[src/rtl/fractal_fp_pkg.sv]
// Shared binary64 constants and the converter state type used by the
// integer/floating-point converters of the fractal datapath.
package fractal_fp_pkg;

  localparam int DP_BIAS  = 1023;
  localparam int DP_EXP_W = 11;
  localparam int DP_MAN_W = 52;

  typedef enum logic [2:0] {
    GET_A,
    UNPACK,
    NORMALISE,
    ROUND,
    PACK,
    PUT_Z
  } i2f_state_t;

endpackage

[src/rtl/int_to_ieee.sv]
// Iterative 64-bit integer to IEEE-754 binary64 converter. One operand is
// accepted at a time; the magnitude is normalised one bit per cycle and then
// rounded to nearest-even before packing.
module int_to_ieee
  import fractal_fp_pkg::*;
#(
  parameter int SIGNED_IN = 1
) (
  input  logic        clk,
  input  logic        reset,
  input  logic [63:0] a_in,
  input  logic        a_in_done,
  output logic        a_in_ack,
  output logic [63:0] z_out,
  output logic        z_out_done,
  input  logic        z_out_ack
);

  i2f_state_t            state;
  logic [63:0]           a_reg;
  logic [63:0]           mag;
  logic [DP_EXP_W-1:0]   exp_r;
  logic [DP_MAN_W-1:0]   man;
  logic                  sign;

  logic                  unpack_sign;
  logic [63:0]           unpack_mag;
  logic                  guard_bit;
  logic                  round_bit;
  logic                  sticky_bit;
  logic                  round_inc;
  logic [DP_MAN_W:0]     round_sum;

  // Sign/magnitude split of the captured operand; -2^63 wraps to 2^63 as unsigned
  always_comb begin
    unpack_sign = (SIGNED_IN != 0) && a_reg[63];
    unpack_mag  = unpack_sign ? (~a_reg + 64'd1) : a_reg;
  end

  // Round-to-nearest-even increment on the normalised magnitude
  always_comb begin
    guard_bit  = mag[10];
    round_bit  = mag[9];
    sticky_bit = |mag[8:0];
    round_inc  = guard_bit & (round_bit | sticky_bit | mag[11]);
    round_sum  = {1'b0, mag[62:11]} + {{DP_MAN_W{1'b0}}, round_inc};
  end

  // Conversion FSM with registered handshake outputs
  always_ff @(posedge clk) begin
    if (reset) begin
      state      <= GET_A;
      a_in_ack   <= 1'b0;
      z_out_done <= 1'b0;
      z_out      <= 64'h0;
      a_reg      <= 64'h0;
      mag        <= 64'h0;
      exp_r      <= '0;
      man        <= '0;
      sign       <= 1'b0;
    end else begin
      case (state)
        GET_A: begin
          if (a_in_ack && a_in_done) begin
            a_reg    <= a_in;
            a_in_ack <= 1'b0;
            state    <= UNPACK;
          end else begin
            a_in_ack <= 1'b1;
          end
        end

        UNPACK: begin
          sign  <= unpack_sign;
          mag   <= unpack_mag;
          exp_r <= DP_EXP_W'(DP_BIAS + 63);
          if (unpack_mag == 64'h0) begin
            z_out <= 64'h0;
            state <= PUT_Z;
          end else begin
            state <= NORMALISE;
          end
        end

        NORMALISE: begin
          if (mag[63]) begin
            state <= ROUND;
          end else begin
            mag   <= {mag[62:0], 1'b0};
            exp_r <= exp_r - DP_EXP_W'(1);
          end
        end

        ROUND: begin
          if (round_sum[DP_MAN_W]) begin
            man   <= '0;
            exp_r <= exp_r + DP_EXP_W'(1);
          end else begin
            man   <= round_sum[DP_MAN_W-1:0];
          end
          state <= PACK;
        end

        PACK: begin
          z_out      <= {sign, exp_r, man};
          z_out_done <= 1'b1;
          state      <= PUT_Z;
        end

        PUT_Z: begin
          if (z_out_done && z_out_ack) begin
            z_out_done <= 1'b0;
            state      <= GET_A;
          end else begin
            z_out_done <= 1'b1;
          end
        end

        default: begin
          state <= GET_A;
        end
      endcase
    end
  end

endmodule

[config.mk]
export PLATFORM = sky130hd
export DESIGN_NAME = int_to_ieee
export DESIGN_NICKNAME = d
export VERILOG_FILES = /design/src/rtl/fractal_fp_pkg.sv /design/src/rtl/int_to_ieee.sv
export SDC_FILE = /design/constraint.sdc
export NUM_CORES = 1
export LEC_CHECK = 0
export BUFFER_PORTS_ARGS = -buffer_cell sky130_fd_sc_hd__buf_2
export CAP_MARGIN = 10
export CORE_MARGIN = 2
export CORE_UTILIZATION = 35
export DETAILED_ROUTE_END_ITERATION = 6
export HOLD_SLACK_MARGIN = 0.03
export PLACE_DENSITY_LB_ADDON = 0.25
export SYNTH_ARGS = -nofsm -noshare
export SYNTH_HDL_FRONTEND = slang
export SYNTH_SLANG_ARGS = --single-unit
export TNS_END_PERCENT = 50
[constraint.sdc]
create_clock -name clk -period 4.4 [get_ports clk]
set_clock_uncertainty 0.1 [all_clocks]
set_input_delay 0.22 -clock clk [delete_from_list [all_inputs] [get_ports clk]]
set_output_delay 0.22 -clock clk [all_outputs]
set_load 0.05 [all_outputs]
==> impl_metrics.xml, run 1 <==
<?xml version="1.0" encoding="UTF-8"?>
<metrics>
  <group name="floorplan">
    <metric name="dieWidth" unit="um">200</metric>
    <metric name="core_area" unit="mm^2">0.0378</metric>
    <metric name="rows" unit="">71</metric>
    <metric name="initial_core_util" unit="">0.357</metric>
    <metric name="fp.dieArea" unit="mm^2">0.0402</metric>
    <metric name="die-height" unit="um">200</metric>
    <metric name="num_io_pins" unit="">134</metric>
  </group>
  <group name="setup_path">
    <metric name="crit-reg2reg-launch" unit="">a_reg[25]</metric>
    <metric name="worstPathMaxFanout" unit="">8</metric>
    <metric name="timing.critical_path.slowest_cell_delay" unit="ps">580</metric>
    <metric name="cp.arrival" unit="ps">4580</metric>
    <metric name="critPathCapture" unit="">z_out[47]</metric>
    <metric name="critical_path.slowest_cell" unit="">sky130_fd_sc_hd__or4_4</metric>
    <metric name="cpMostUsedCell" unit="">sky130_fd_sc_hd__or4_4</metric>
    <metric name="cp_num_cells" unit="">11</metric>
    <metric name="critical_path.endpoint_type" unit="">flop</metric>
    <metric name="critical_path.top_delay_family" unit="">simple AND/OR/NAND/NOR gates</metric>
    <metric name="crit-reg2reg-capture" unit="">z_out[47]</metric>
    <metric name="reg2reg_setup_slack" unit="ps">140</metric>
    <metric name="reg2reg_depth" unit="">11</metric>
    <metric name="cp_data_required_time" unit="ps">4720</metric>
    <metric name="worst_setup_path_type" unit="">reg2reg</metric>
    <metric name="worstPathCellList" unit="">or4_4, or4_4, or3_1, o31ai_2, xnor2_1, or4_1, or4_4, nor4_4, buf_6, clkbuf_16, o41ai_1</metric>
    <metric name="setup.worst_path.start" unit="">a_reg[25]</metric>
    <metric name="critPathLaunchType" unit="">flop</metric>
    <metric name="timing.critical_path.buf_inv" unit="">2</metric>
  </group>
  <group name="global_routing">
    <metric name="initial_antenna_violation_count" unit="">0</metric>
    <metric name="grt_max_degree" unit="">139</metric>
    <metric name="grt_remaining_overflow" unit="">0</metric>
    <metric name="via_count_of_the_first_global_routing_pass" unit="">12374</metric>
    <metric name="track_usage" unit="">0.198</metric>
    <metric name="wire_length_of_the_first_global_routing_pass" unit="um">66700</metric>
  </group>
  <group name="job">
    <metric name="max_cap_violations" unit="">0</metric>
  </group>
  <group name="clocking">
    <metric name="clock-sinks" unit="">261</metric>
    <metric name="worstSkewPairLatency" unit="ps">570</metric>
    <metric name="cts_tree" unit="">yes</metric>
    <metric name="clkTransAtPathRegs" unit="ps">60</metric>
    <metric name="clock_tree.htree_level_count" unit="">1</metric>
    <metric name="clock-root-buffer" unit="">sky130_fd_sc_hd__clkbuf_16</metric>
    <metric name="numCtsBuffers" unit="">29</metric>
    <metric name="ctsLongestPathBuffers" unit="">3</metric>
  </group>
  <group name="place">
    <metric name="pre_cts_ws" unit="ps">-111</metric>
    <metric name="dpl-instance-area" unit="mm^2">0.0149</metric>
    <metric name="finalWeightedCongestion" unit="">0.921</metric>
    <metric name="port_buffers" unit="">133</metric>
    <metric name="detailedPlacementHpwl" unit="um">29100</metric>
  </group>
  <group name="routing">
    <metric name="count_of_antenna_violating_nets_left_after_detailed_routing" unit="">0</metric>
    <metric name="drt-wirelength-per-cell" unit="um">17.1</metric>
    <metric name="vias_per_cell" unit="">5.34</metric>
    <metric name="drt_iter0_markers" unit="">832</metric>
    <metric name="num_vias" unit="">13085</metric>
    <metric name="dr.pass1.iters" unit="">5</metric>
    <metric name="finalWirelength" unit="um">41900</metric>
    <metric name="drc" unit="">0</metric>
  </group>
  <group name="logic_synthesis">
    <metric name="avg_synthesized_cell_area" unit="um^2">7.74</metric>
    <metric name="ys_seq_area_frac" unit="">0.387</metric>
    <metric name="synth.distinct_cells" unit="">66</metric>
    <metric name="synthesis.nets" unit="">1825</metric>
    <metric name="yosys-top-cells-area" unit="">sky130_fd_sc_hd__dfxtp_1 (39%), sky130_fd_sc_hd__nand2_1 (8.6%), sky130_fd_sc_hd__a21oi_1 (5.5%)</metric>
    <metric name="yosysWarningCount" unit="">0</metric>
    <metric name="postSynthRegisterBits" unit="">261</metric>
    <metric name="synth_top_area_frac" unit="">0.387</metric>
    <metric name="synthFlopType" unit="">sky130_fd_sc_hd__dfxtp_1</metric>
    <metric name="synth-edff-count" unit="">0</metric>
    <metric name="syn_inst" unit="">1744</metric>
    <metric name="cell_taking_the_most_area_after_synthesis" unit="">sky130_fd_sc_hd__dfxtp_1</metric>
    <metric name="synthesis.area" unit="mm^2">0.0135</metric>
    <metric name="ys_async_sr_fraction" unit="">0</metric>
  </group>
  <group name="timing">
    <metric name="final.period_utilization" unit="">0.968</metric>
    <metric name="slew_headroom" unit="">0.277</metric>
    <metric name="final_setup_vio_count" unit="">0</metric>
    <metric name="timing.final.max_slew_violations" unit="">0</metric>
    <metric name="fin_crit" unit="ps">4260</metric>
    <metric name="worst_slack" unit="ps">142</metric>
    <metric name="hold_viol_final" unit="">0</metric>
    <metric name="fmaxAchievable" unit="MHz">235</metric>
    <metric name="worstMarginPinSlew" unit="ps">1080</metric>
  </group>
  <group name="cells_and_area">
    <metric name="layout-area-overhead-vs-synth" unit="%">23.6</metric>
    <metric name="nNetsFinal" unit="">2003</metric>
    <metric name="final_cell_mix" unit="">sky130_fd_sc_hd__nand2_1 (310), sky130_fd_sc_hd__dfxtp_1 (260), sky130_fd_sc_hd__a21oi_1 (148)</metric>
    <metric name="final_area" unit="mm^2">0.0167</metric>
    <metric name="final_common_cell" unit="">sky130_fd_sc_hd__nand2_1</metric>
    <metric name="antenna_cells" unit="">0</metric>
    <metric name="layout-drive-gt1-share" unit="">0.158</metric>
  </group>
  <group name="status">
    <metric name="outcome" unit="">completed</metric>
  </group>
  <group name="power">
    <metric name="leakage" unit="uW">0.00607</metric>
    <metric name="worst_vdd_drop" unit="mV">0.306</metric>
    <metric name="power.density" unit="mW/mm^2">370</metric>
  </group>
  <group name="hold_path">
    <metric name="worst_hold_path_type" unit="">in2reg</metric>
  </group>
</metrics>
-- cell families after synthesis --
group | share of synthesized area
AOI/OAI and AO/OA | 0.221
and+or+nand+nor | 0.237
buffers and inverters | 0.0661
DFF | 0.387
adders and majority gates | 0.0126
muxes | 0.00537
xor gates and xnor gates | 0.0713
-- where the power goes --
part / switching, uW / leakage [uW] / internal, uW
logic: 759 / 0.00353 / 551
clock network: 992 / 0.000428 / 1320
registers: 99.8 / 0.00211 / 2440
total: 1850 / 0.00607 / 4320
-- timing repair --
action / CTS / global route
pin swaps: 1 / 2
setup endpoints to repair: 66 / 66
cloned: 1 / 5
hold endpoints to repair: 66 / 0
resized for setup: 2 / 16
buffers inserted: 1 / 3
hold buffers: 65 / 0
-- how the worst min path moves through the flow --
stage               slack [ps]      from  cells past startpoint   endpoint
floorplan                  260  a_in[58]                      2  a_reg[58]
global placement           330   man[42]                      2  z_out[42]
detailed placement         340   man[24]                      2  z_out[24]
CTS                         90     reset                      2   exp_r[6]
global route               160     reset                      2   exp_r[6]
finish                      50     reset                      2   exp_r[6]
-- cells in the mapped netlist, drive strengths merged, types with 24 or more instances --
| cell type | count |
|---|---|
| nand3 | 47 |
| nor2 | 137 |
| clkbuf | 122 |
| xnor2 | 73 |
| a211oi | 33 |
| a22oi | 47 |
| o41ai | 76 |
| o21ai | 40 |
| buf | 24 |
| nand4 | 30 |
| dfxtp | 261 |
| a21oi | 148 |
| inv | 83 |
| nor3 | 34 |
| or4 | 27 |
| nand2 | 310 |
| nor4 | 27 |
| xor2 | 37 |
-- worst register-to-register path: cells and delay by family (launching register included) --
family	cells	cell delay, ps
simple gates	6	2760
flops	1	310
compound gates	2	330
buf+inv	2	440
xor+xnor	1	160
-- metrics by stage --
stage          cells  power, uW  utilization  hold slack [ps]  setup TNS, ps
2_1_floorplan   1744       3350            -              256              0
3_3_place_gp    2327       3800        0.395              333         -14030
3_5_place_dp    2327       3810        0.395              339          -6250
4_1_cts         2444       6180        0.437             92.6              0
5_1_grt         2452       6450        0.441              157          -5.12
6_report        2452       6170        0.441             52.3              0
-- metal layers --
metal | GRT usage | wire length (um)
met3 | 0.0224 | 1920
met2 | 0.308 | 18400
met1 | 0.292 | 20600
met4 | 0.0471 | 925
met5 | 0 | 0
-- layout make-up --
type	count	area (um^2)
Fill cell	3967	21200
Multi-Input combinational cell	1254	7480
Sequential cell	261	5230
Timing Repair Buffer	293	2140
Clock buffer	43	808
Tap cell	511	639
Inverter	83	312
Clock inverter	7	80.1
Note: power is estimated with default switching activity, not from simulation.
==> inputs of run 2 (changes only) <==
- ABC_CLOCK_PERIOD_IN_PS: default -> 4400
- CELL_PAD_IN_SITES_DETAIL_PLACEMENT: default -> 1
- CELL_PAD_IN_SITES_GLOBAL_PLACEMENT: default -> 1
==> run 2 against run 1 <==
  * Fmax shrank 1.6%
  * Total power rose by 3.9%
  * Utilization up 0.41 points
  * Critical path type unchanged
  * Worst setup slack lost 70 ps
  * Clock power grew 8.7%
  * Register-to-register slack worse by 70 ps
==> impl_metrics.xml, run 2 (synthesis gave the netlist of run 1 again) <==
<?xml version="1.0" encoding="UTF-8"?>
<metrics>
  <group name="power">
    <metric name="report.power.total" unit="uW">6400</metric>
    <metric name="power.density" unit="mW/mm^2">380</metric>
    <metric name="leakage" unit="uW">0.00616</metric>
    <metric name="worst_vdd_drop" unit="mV">0.242</metric>
  </group>
  <group name="timing">
    <metric name="fin_crit" unit="ps">4330</metric>
    <metric name="slew_headroom" unit="">0.261</metric>
    <metric name="worstMarginPinSlew" unit="ps">1110</metric>
    <metric name="timing.final.max_slew_violations" unit="">0</metric>
    <metric name="fmaxAchievable" unit="MHz">231</metric>
    <metric name="hold_viol_final" unit="">0</metric>
    <metric name="final_setup_vio_count" unit="">0</metric>
    <metric name="final.period_utilization" unit="">0.984</metric>
  </group>
  <group name="setup_path">
    <metric name="critical_path.slowest_cell" unit="">sky130_fd_sc_hd__or4_4</metric>
    <metric name="reg2reg_depth" unit="">12</metric>
    <metric name="timing.critical_path.slowest_cell_delay" unit="ps">570</metric>
    <metric name="critPathLaunchType" unit="">flop</metric>
    <metric name="worstPathCellList" unit="">or3_1, buf_4, or4_1, mux2_2, a32oi_1, a2111oi_0, buf_4, nand4_1, or4_4, buf_4, or3_1, a221oi_1</metric>
    <metric name="crit-reg2reg-launch" unit="">a_reg[4]</metric>
    <metric name="worstPathMaxFanout" unit="">6</metric>
    <metric name="worst_setup_path_type" unit="">reg2reg</metric>
    <metric name="cp.arrival" unit="ps">4720</metric>
    <metric name="critical_path.endpoint_type" unit="">flop</metric>
    <metric name="cpMostUsedCell" unit="">sky130_fd_sc_hd__buf_4</metric>
    <metric name="cp_data_required_time" unit="ps">4790</metric>
    <metric name="crit-reg2reg-capture" unit="">state[2]</metric>
    <metric name="reg2reg_setup_slack" unit="ps">70</metric>
  </group>
  <group name="job">
    <metric name="max_cap_violations" unit="">0</metric>
  </group>
  <group name="routing">
    <metric name="count_of_antenna_violating_nets_left_after_detailed_routing" unit="">0</metric>
    <metric name="drt-wirelength-per-cell" unit="um">18.4</metric>
    <metric name="drc" unit="">0</metric>
    <metric name="finalWirelength" unit="um">45300</metric>
    <metric name="num_vias" unit="">13283</metric>
    <metric name="vias_per_cell" unit="">5.39</metric>
    <metric name="dr.pass1.iters" unit="">5</metric>
    <metric name="drt_iter0_markers" unit="">680</metric>
  </group>
  <group name="cells_and_area">
    <metric name="final_common_cell" unit="">sky130_fd_sc_hd__nand2_1</metric>
    <metric name="nNetsFinal" unit="">2012</metric>
    <metric name="antenna_cells" unit="">0</metric>
    <metric name="final_cell_mix" unit="">sky130_fd_sc_hd__nand2_1 (310), sky130_fd_sc_hd__dfxtp_1 (260), sky130_fd_sc_hd__a21oi_1 (148)</metric>
    <metric name="stdcell_count" unit="">2464</metric>
    <metric name="layout-area-overhead-vs-synth" unit="%">24.7</metric>
    <metric name="layout-drive-gt1-share" unit="">0.165</metric>
    <metric name="fin_util" unit="">0.445</metric>
    <metric name="layout_fillers" unit="">4635</metric>
  </group>
  <group name="clocking">
    <metric name="cts_tree" unit="">yes</metric>
    <metric name="clkTransAtPathRegs" unit="ps">60</metric>
    <metric name="numCtsBuffers" unit="">30</metric>
    <metric name="clock-sinks" unit="">261</metric>
    <metric name="clock_tree.htree_level_count" unit="">1</metric>
    <metric name="clock-root-buffer" unit="">sky130_fd_sc_hd__clkbuf_16</metric>
    <metric name="worstSkewPairLatency" unit="ps">590</metric>
    <metric name="ctsLongestPathBuffers" unit="">3</metric>
  </group>
  <group name="floorplan">
    <metric name="die-height" unit="um">200</metric>
    <metric name="dieWidth" unit="um">200</metric>
    <metric name="fp.dieArea" unit="mm^2">0.0402</metric>
    <metric name="num_io_pins" unit="">134</metric>
    <metric name="rows" unit="">71</metric>
    <metric name="initial_core_util" unit="">0.357</metric>
    <metric name="core_area" unit="mm^2">0.0378</metric>
  </group>
  <group name="place">
    <metric name="port_buffers" unit="">133</metric>
    <metric name="detailedPlacementHpwl" unit="um">32200</metric>
    <metric name="finalWeightedCongestion" unit="">0.880</metric>
    <metric name="place_inst" unit="">2341</metric>
  </group>
  <group name="global_routing">
    <metric name="initial_antenna_violation_count" unit="">0</metric>
    <metric name="grt_max_degree" unit="">136</metric>
    <metric name="wire_length_of_the_first_global_routing_pass" unit="um">73700</metric>
    <metric name="track_usage" unit="">0.220</metric>
    <metric name="grt_remaining_overflow" unit="">0</metric>
    <metric name="via_count_of_the_first_global_routing_pass" unit="">13554</metric>
  </group>
  <group name="status">
    <metric name="outcome" unit="">completed</metric>
  </group>
  <group name="hold_path">
    <metric name="worst_case_hold_path_end_point" unit="">state[0]</metric>
    <metric name="hp-start" unit="">a_in_done</metric>
    <metric name="worst_hold_path_type" unit="">in2reg</metric>
    <metric name="timing.hold.worst_path_depth" unit="">6</metric>
  </group>
</metrics>
-- run 2: changes by cell type in the layout (fill, tap and decap cells not counted), sizes merged --
cell,delta
buf,+8
clkbuf,+2
clkinv,+2
bufinv,+1
inv,-1
-- run 2: repair_timing --
action,4_1_cts,5_1_grt
gates resized for setup,6,10
hold endpoints to repair,66,0
setup buffers,1,0
hold buffers,65,0
pin swaps,1,1
endpoints found under the setup margin,66,66
gates cloned,1,2
-- run 2: stage by stage --
step,setup slack (ps),TNS (ps),instance area [um^2],hold slack [ps]
3_5_place_dp,-179,-10380,15000,341
4_1_cts,7.56,0,16700,95.6
5_1_grt,-20.6,-20.6,16800,182
3_3_place_gp,26.1,0,15000,332
2_1_floorplan,12.5,0,13500,256
6_report,71.6,0,16800,116
-- run 2: how the worst max path moves through the flow --
stage              start         to  cells past startpoint
2_1_floorplan   a_reg[1]  z_out[10]                     16
3_3_place_gp    a_reg[0]  z_out[41]                     12
3_5_place_dp    a_reg[0]  z_out[62]                     12
4_1_cts        a_reg[25]  z_out[16]                     11
5_1_grt         a_reg[1]   state[2]                     15
6_report        a_reg[4]   state[2]                     12
-- run 2: final cells by class --
class / instances / area (um^2) / share of cell area
Clock buffer: 45 / 877 / 0.0521
Tap cell: 511 / 639 / 0.0380
Clock inverter: 9 / 125 / 0.00743
Multi-Input combinational cell: 1254 / 7490 / 0.445
Inverter: 83 / 312 / 0.0185
Sequential cell: 261 / 5230 / 0.310
Timing Repair Buffer: 301 / 2170 / 0.129
-- run 2: per-layer routing --
metal | global-route usage | wire [um] | up-vias
li1 | - | - | 6613
met1 | 0.309 | 22100 | 6381
met2 | 0.364 | 20900 | 233
met3 | 0.0260 | 1520 | 56
met4 | 0.0476 | 822 | 0
met5 | 0 | 0 | -
-- run 2: critical path: cells and delay by family, from the launching register on --
family	cells	cell delay, ps
mux	1	260
simple gates	5	2090
flops	1	310
compound gates	3	920
buf+inv	3	570
-- run 2: report_power, final --
part	leakage [uW]	internal [uW]	switching [uW]
registers	0.00211	2440	97.1
clock network	0.000485	1490	1020
logic	0.00357	560	795
total	0.00616	4490	1910
==> inputs of run 3 (changes only) <==
- ABC_AREA: default -> 1
==> run 3 against run 2 <==
  * Cell count grew 15%
  * Area after synthesis grew 4.4%
  * Count of clock-buffer cells in the layout shrank 2
  * Final area grew 0.84%
  * Wire length grew 14%
  * Critical path depth grew 7
  * First-iteration DRC count grew 16%
  * Die area grew 4.4%
  * Flip-flop and latch count is the same
  * Synthesized cell count grew 22%
  * Combinational power grew to 3.6 times the previous value
  * Worst setup slack gained 210 ps
==> impl_metrics.xml, run 3 <==
<?xml version="1.0" encoding="UTF-8"?>
<metrics>
  <group name="logic_synthesis">
    <metric name="postSynthRegisterBits" unit="">261</metric>
    <metric name="avg_synthesized_cell_area" unit="um^2">6.61</metric>
    <metric name="synth_mux_area_frac" unit="">0</metric>
    <metric name="synth_top_area_frac" unit="">0.371</metric>
    <metric name="synth-adder-area-share" unit="">0.0121</metric>
    <metric name="synthesis.nets" unit="">2213</metric>
    <metric name="synthesis.area" unit="mm^2">0.0141</metric>
    <metric name="syn_inst" unit="">2132</metric>
    <metric name="synth_xor_area_frac" unit="">0.0199</metric>
    <metric name="main_combinational_cell_family_by_area_after_synthesis" unit="">simple AND/OR/NAND/NOR gates</metric>
    <metric name="synth.top_cells.by_count" unit="">sky130_fd_sc_hd__nand2_1 (582), sky130_fd_sc_hd__dfxtp_1 (261), sky130_fd_sc_hd__nor2_1 (245)</metric>
    <metric name="ys_async_sr_fraction" unit="">0</metric>
    <metric name="leading_cell_type_by_number_of_instances_after_synthesis" unit="">sky130_fd_sc_hd__nand2_1</metric>
    <metric name="yosysWarningCount" unit="">0</metric>
    <metric name="cell_taking_the_most_area_after_synthesis" unit="">sky130_fd_sc_hd__dfxtp_1</metric>
    <metric name="synth-compound-area-share" unit="">0.168</metric>
    <metric name="ys_seq_area_frac" unit="">0.371</metric>
    <metric name="synth-simple-area-share" unit="">0.354</metric>
    <metric name="synth.distinct_cells" unit="">50</metric>
    <metric name="yosys-top-cells-area" unit="">sky130_fd_sc_hd__dfxtp_1 (37%), sky130_fd_sc_hd__nand2_1 (15%), sky130_fd_sc_hd__a21oi_1 (8.4%)</metric>
    <metric name="synth-edff-count" unit="">0</metric>
    <metric name="synthFlopType" unit="">sky130_fd_sc_hd__dfxtp_1</metric>
  </group>
  <group name="floorplan">
    <metric name="core_area" unit="mm^2">0.0397</metric>
    <metric name="num_io_pins" unit="">134</metric>
    <metric name="die-height" unit="um">205</metric>
    <metric name="initial_core_util" unit="">0.355</metric>
    <metric name="rows" unit="">73</metric>
    <metric name="fp.dieArea" unit="mm^2">0.0419</metric>
    <metric name="dieWidth" unit="um">205</metric>
  </group>
  <group name="timing">
    <metric name="fmaxAchievable" unit="MHz">243</metric>
    <metric name="final.period_utilization" unit="">0.936</metric>
    <metric name="rsz0062_at_grt" unit="">false</metric>
    <metric name="fin_crit" unit="ps">4120</metric>
    <metric name="worstMarginPinSlew" unit="ps">979</metric>
    <metric name="setup-tns-final" unit="ps">0</metric>
    <metric name="hold_viol_final" unit="">0</metric>
    <metric name="slew_headroom" unit="">0.347</metric>
    <metric name="fin_hold_ws" unit="ps">318</metric>
    <metric name="timing.final.max_slew_violations" unit="">0</metric>
    <metric name="final_setup_vio_count" unit="">0</metric>
  </group>
  <group name="cells_and_area">
    <metric name="final_cell_mix" unit="">sky130_fd_sc_hd__nand2_1 (582), sky130_fd_sc_hd__dfxtp_1 (260), sky130_fd_sc_hd__nor2_1 (241)</metric>
    <metric name="antenna_cells" unit="">0</metric>
    <metric name="nNetsFinal" unit="">2372</metric>
    <metric name="stdcell_count" unit="">2840</metric>
    <metric name="layout-area-overhead-vs-synth" unit="%">20.4</metric>
    <metric name="final_common_cell" unit="">sky130_fd_sc_hd__nand2_1</metric>
    <metric name="layout-drive-gt1-share" unit="">0.141</metric>
  </group>
  <group name="global_routing">
    <metric name="wire_length_of_the_first_global_routing_pass" unit="um">81400</metric>
    <metric name="grt_remaining_overflow" unit="">0</metric>
    <metric name="via_count_of_the_first_global_routing_pass" unit="">14477</metric>
    <metric name="initial_antenna_violation_count" unit="">0</metric>
    <metric name="track_usage" unit="">0.243</metric>
    <metric name="grt_max_degree" unit="">77</metric>
  </group>
  <group name="setup_path">
    <metric name="worstPathMaxFanout" unit="">38</metric>
    <metric name="critical_path.slowest_cell" unit="">sky130_fd_sc_hd__dlygate4sd3_1</metric>
    <metric name="reg2reg_setup_slack" unit="ps">280</metric>
    <metric name="critPathLaunchType" unit="">flop</metric>
    <metric name="worstPathCellList" unit="">buf_4, nand2_1, nand2_1, inv_2, nand2_2, nor2_4, nand2_1, nand2_1, nor2_1, nand2_1, nor2_1, nand3_1, nor2_2, nand3_4, buf_12, nand2_1, nand2_1, a21oi_1, dlygate4sd3_1</metric>
    <metric name="cp_data_required_time" unit="ps">4830</metric>
    <metric name="timing.critical_path.slowest_cell_delay" unit="ps">560</metric>
    <metric name="cp.arrival" unit="ps">4550</metric>
    <metric name="cpMostUsedCell" unit="">sky130_fd_sc_hd__nand2_1</metric>
    <metric name="worst_setup_path_type" unit="">reg2reg</metric>
    <metric name="critical_path.endpoint_type" unit="">flop</metric>
    <metric name="reg2reg_depth" unit="">19</metric>
  </group>
  <group name="clocking">
    <metric name="worstSkewPairLatency" unit="ps">580</metric>
    <metric name="clkTransAtPathRegs" unit="ps">60</metric>
    <metric name="clock-sinks" unit="">261</metric>
    <metric name="clock-root-buffer" unit="">sky130_fd_sc_hd__clkbuf_16</metric>
    <metric name="clock_tree.htree_level_count" unit="">1</metric>
    <metric name="ctsLongestPathBuffers" unit="">3</metric>
    <metric name="numCtsBuffers" unit="">31</metric>
    <metric name="cts_tree" unit="">yes</metric>
  </group>
  <group name="power">
    <metric name="power.density" unit="mW/mm^2">632</metric>
    <metric name="report.power.total" unit="uW">10700</metric>
    <metric name="worst_vdd_drop" unit="mV">0.286</metric>
    <metric name="leakage" unit="uW">0.00683</metric>
  </group>
  <group name="routing">
    <metric name="drc" unit="">0</metric>
    <metric name="drt_iter0_markers" unit="">790</metric>
    <metric name="count_of_antenna_violating_nets_left_after_detailed_routing" unit="">0</metric>
    <metric name="finalWirelength" unit="um">51800</metric>
    <metric name="num_vias" unit="">14586</metric>
    <metric name="vias_per_cell" unit="">5.14</metric>
    <metric name="drt-wirelength-per-cell" unit="um">18.2</metric>
    <metric name="dr.pass1.iters" unit="">5</metric>
  </group>
  <group name="hold_path">
    <metric name="timing.hold.worst_path_depth" unit="">4</metric>
    <metric name="worst_hold_path_type" unit="">in2reg</metric>
  </group>
  <group name="place">
    <metric name="port_buffers" unit="">133</metric>
    <metric name="place_inst" unit="">2708</metric>
    <metric name="finalWeightedCongestion" unit="">0.907</metric>
    <metric name="detailedPlacementHpwl" unit="um">39000</metric>
  </group>
  <group name="status">
    <metric name="outcome" unit="">completed</metric>
  </group>
  <group name="job">
    <metric name="max_cap_violations" unit="">0</metric>
  </group>
</metrics>
## run 3: cell types whose count changed in the layout (fill, tap and decap cells not counted), moves of 21 or more
| cell | delta |
|---|---|
| sky130_fd_sc_hd__nand2_1 | +272 |
| sky130_fd_sc_hd__nor2_1 | +107 |
| sky130_fd_sc_hd__a21oi_1 | +88 |
| sky130_fd_sc_hd__nand3_1 | +84 |
| sky130_fd_sc_hd__buf_4 | -75 |
| sky130_fd_sc_hd__o21ai_0 | +74 |
| sky130_fd_sc_hd__o41ai_1 | -73 |
| sky130_fd_sc_hd__inv_1 | +67 |
| sky130_fd_sc_hd__xnor2_1 | -61 |
| sky130_fd_sc_hd__a22oi_1 | -46 |
| sky130_fd_sc_hd__nand3_2 | +42 |
| sky130_fd_sc_hd__a211oi_1 | -32 |
| sky130_fd_sc_hd__a31oi_1 | +24 |
| sky130_fd_sc_hd__or4_1 | -21 |
## run 3: what timing repair did
item                                    in CTS  in global routing
setup buffers                                0                  6
endpoints found under the setup margin       0                  1
hold buffers                                68                  0
hold endpoints to repair                   106                  0
resized for setup                            0                  0
## run 3: worst paths after layout
kind / start / end
max reg2reg: a_reg[63] / state[0]
min: a_in[2] / a_reg[2]
max: a_reg[63] / state[0]
min reg2reg: man[49] / z_out[49]
## run 3: metal layers
metal,vias up,GRT usage,share of wire
li1,7375,-,-
met1,6882,0.350,0.50
met2,265,0.391,0.45
met3,64,0.0229,0.033
met4,0,0.0572,0.021
met5,-,0,0
## run 3: stage by stage
stage | util | area [um^2] | setup WS (ps)
2_1_floorplan | - | 14100 | 1340
3_3_place_gp | 0.382 | 15200 | 851
3_5_place_dp | 0.382 | 15200 | 786
4_1_cts | 0.426 | 16900 | 247
5_1_grt | 0.427 | 17000 | 150
6_report | 0.427 | 17000 | 281
## run 3: cell families (layout without fill, tap and decap cells)
kind of cell,Yosys count,count (layout)
AOI/OAI and AO/OA,437,437
xor gates and xnor gates,32,32
adders and majority gates,13,13
buffers and inverters,268,450
DFF,261,261
and+or+nand+nor,1121,1122
## run 3: where the power goes
| group | switching (uW) | internal [uW] | total (uW) |
|---|---|---|---|
| combinational | 3460 | 1440 | 4900 |
| sequential | 454 | 2720 | 3180 |
| clock | 1050 | 1610 | 2670 |
## run 3: layout make-up
class	instances	area (um^2)
timing repair buffer	225	1550
clock buffer	43	871
multi-input combinational	1604	7860
sequential	261	5230
inverter	168	631
clock inverter	14	190
tap	525	657
fill	5214	22700
## run 3: worst max-delay path, delay by kind of cell, from the launching register on
family                 cells  cell delay, ps
flip-flops                 1             550
buffers and inverters      4            1270
AND/OR/NAND/NOR           14            1940
AO/OA/AOI/OAI              1             130
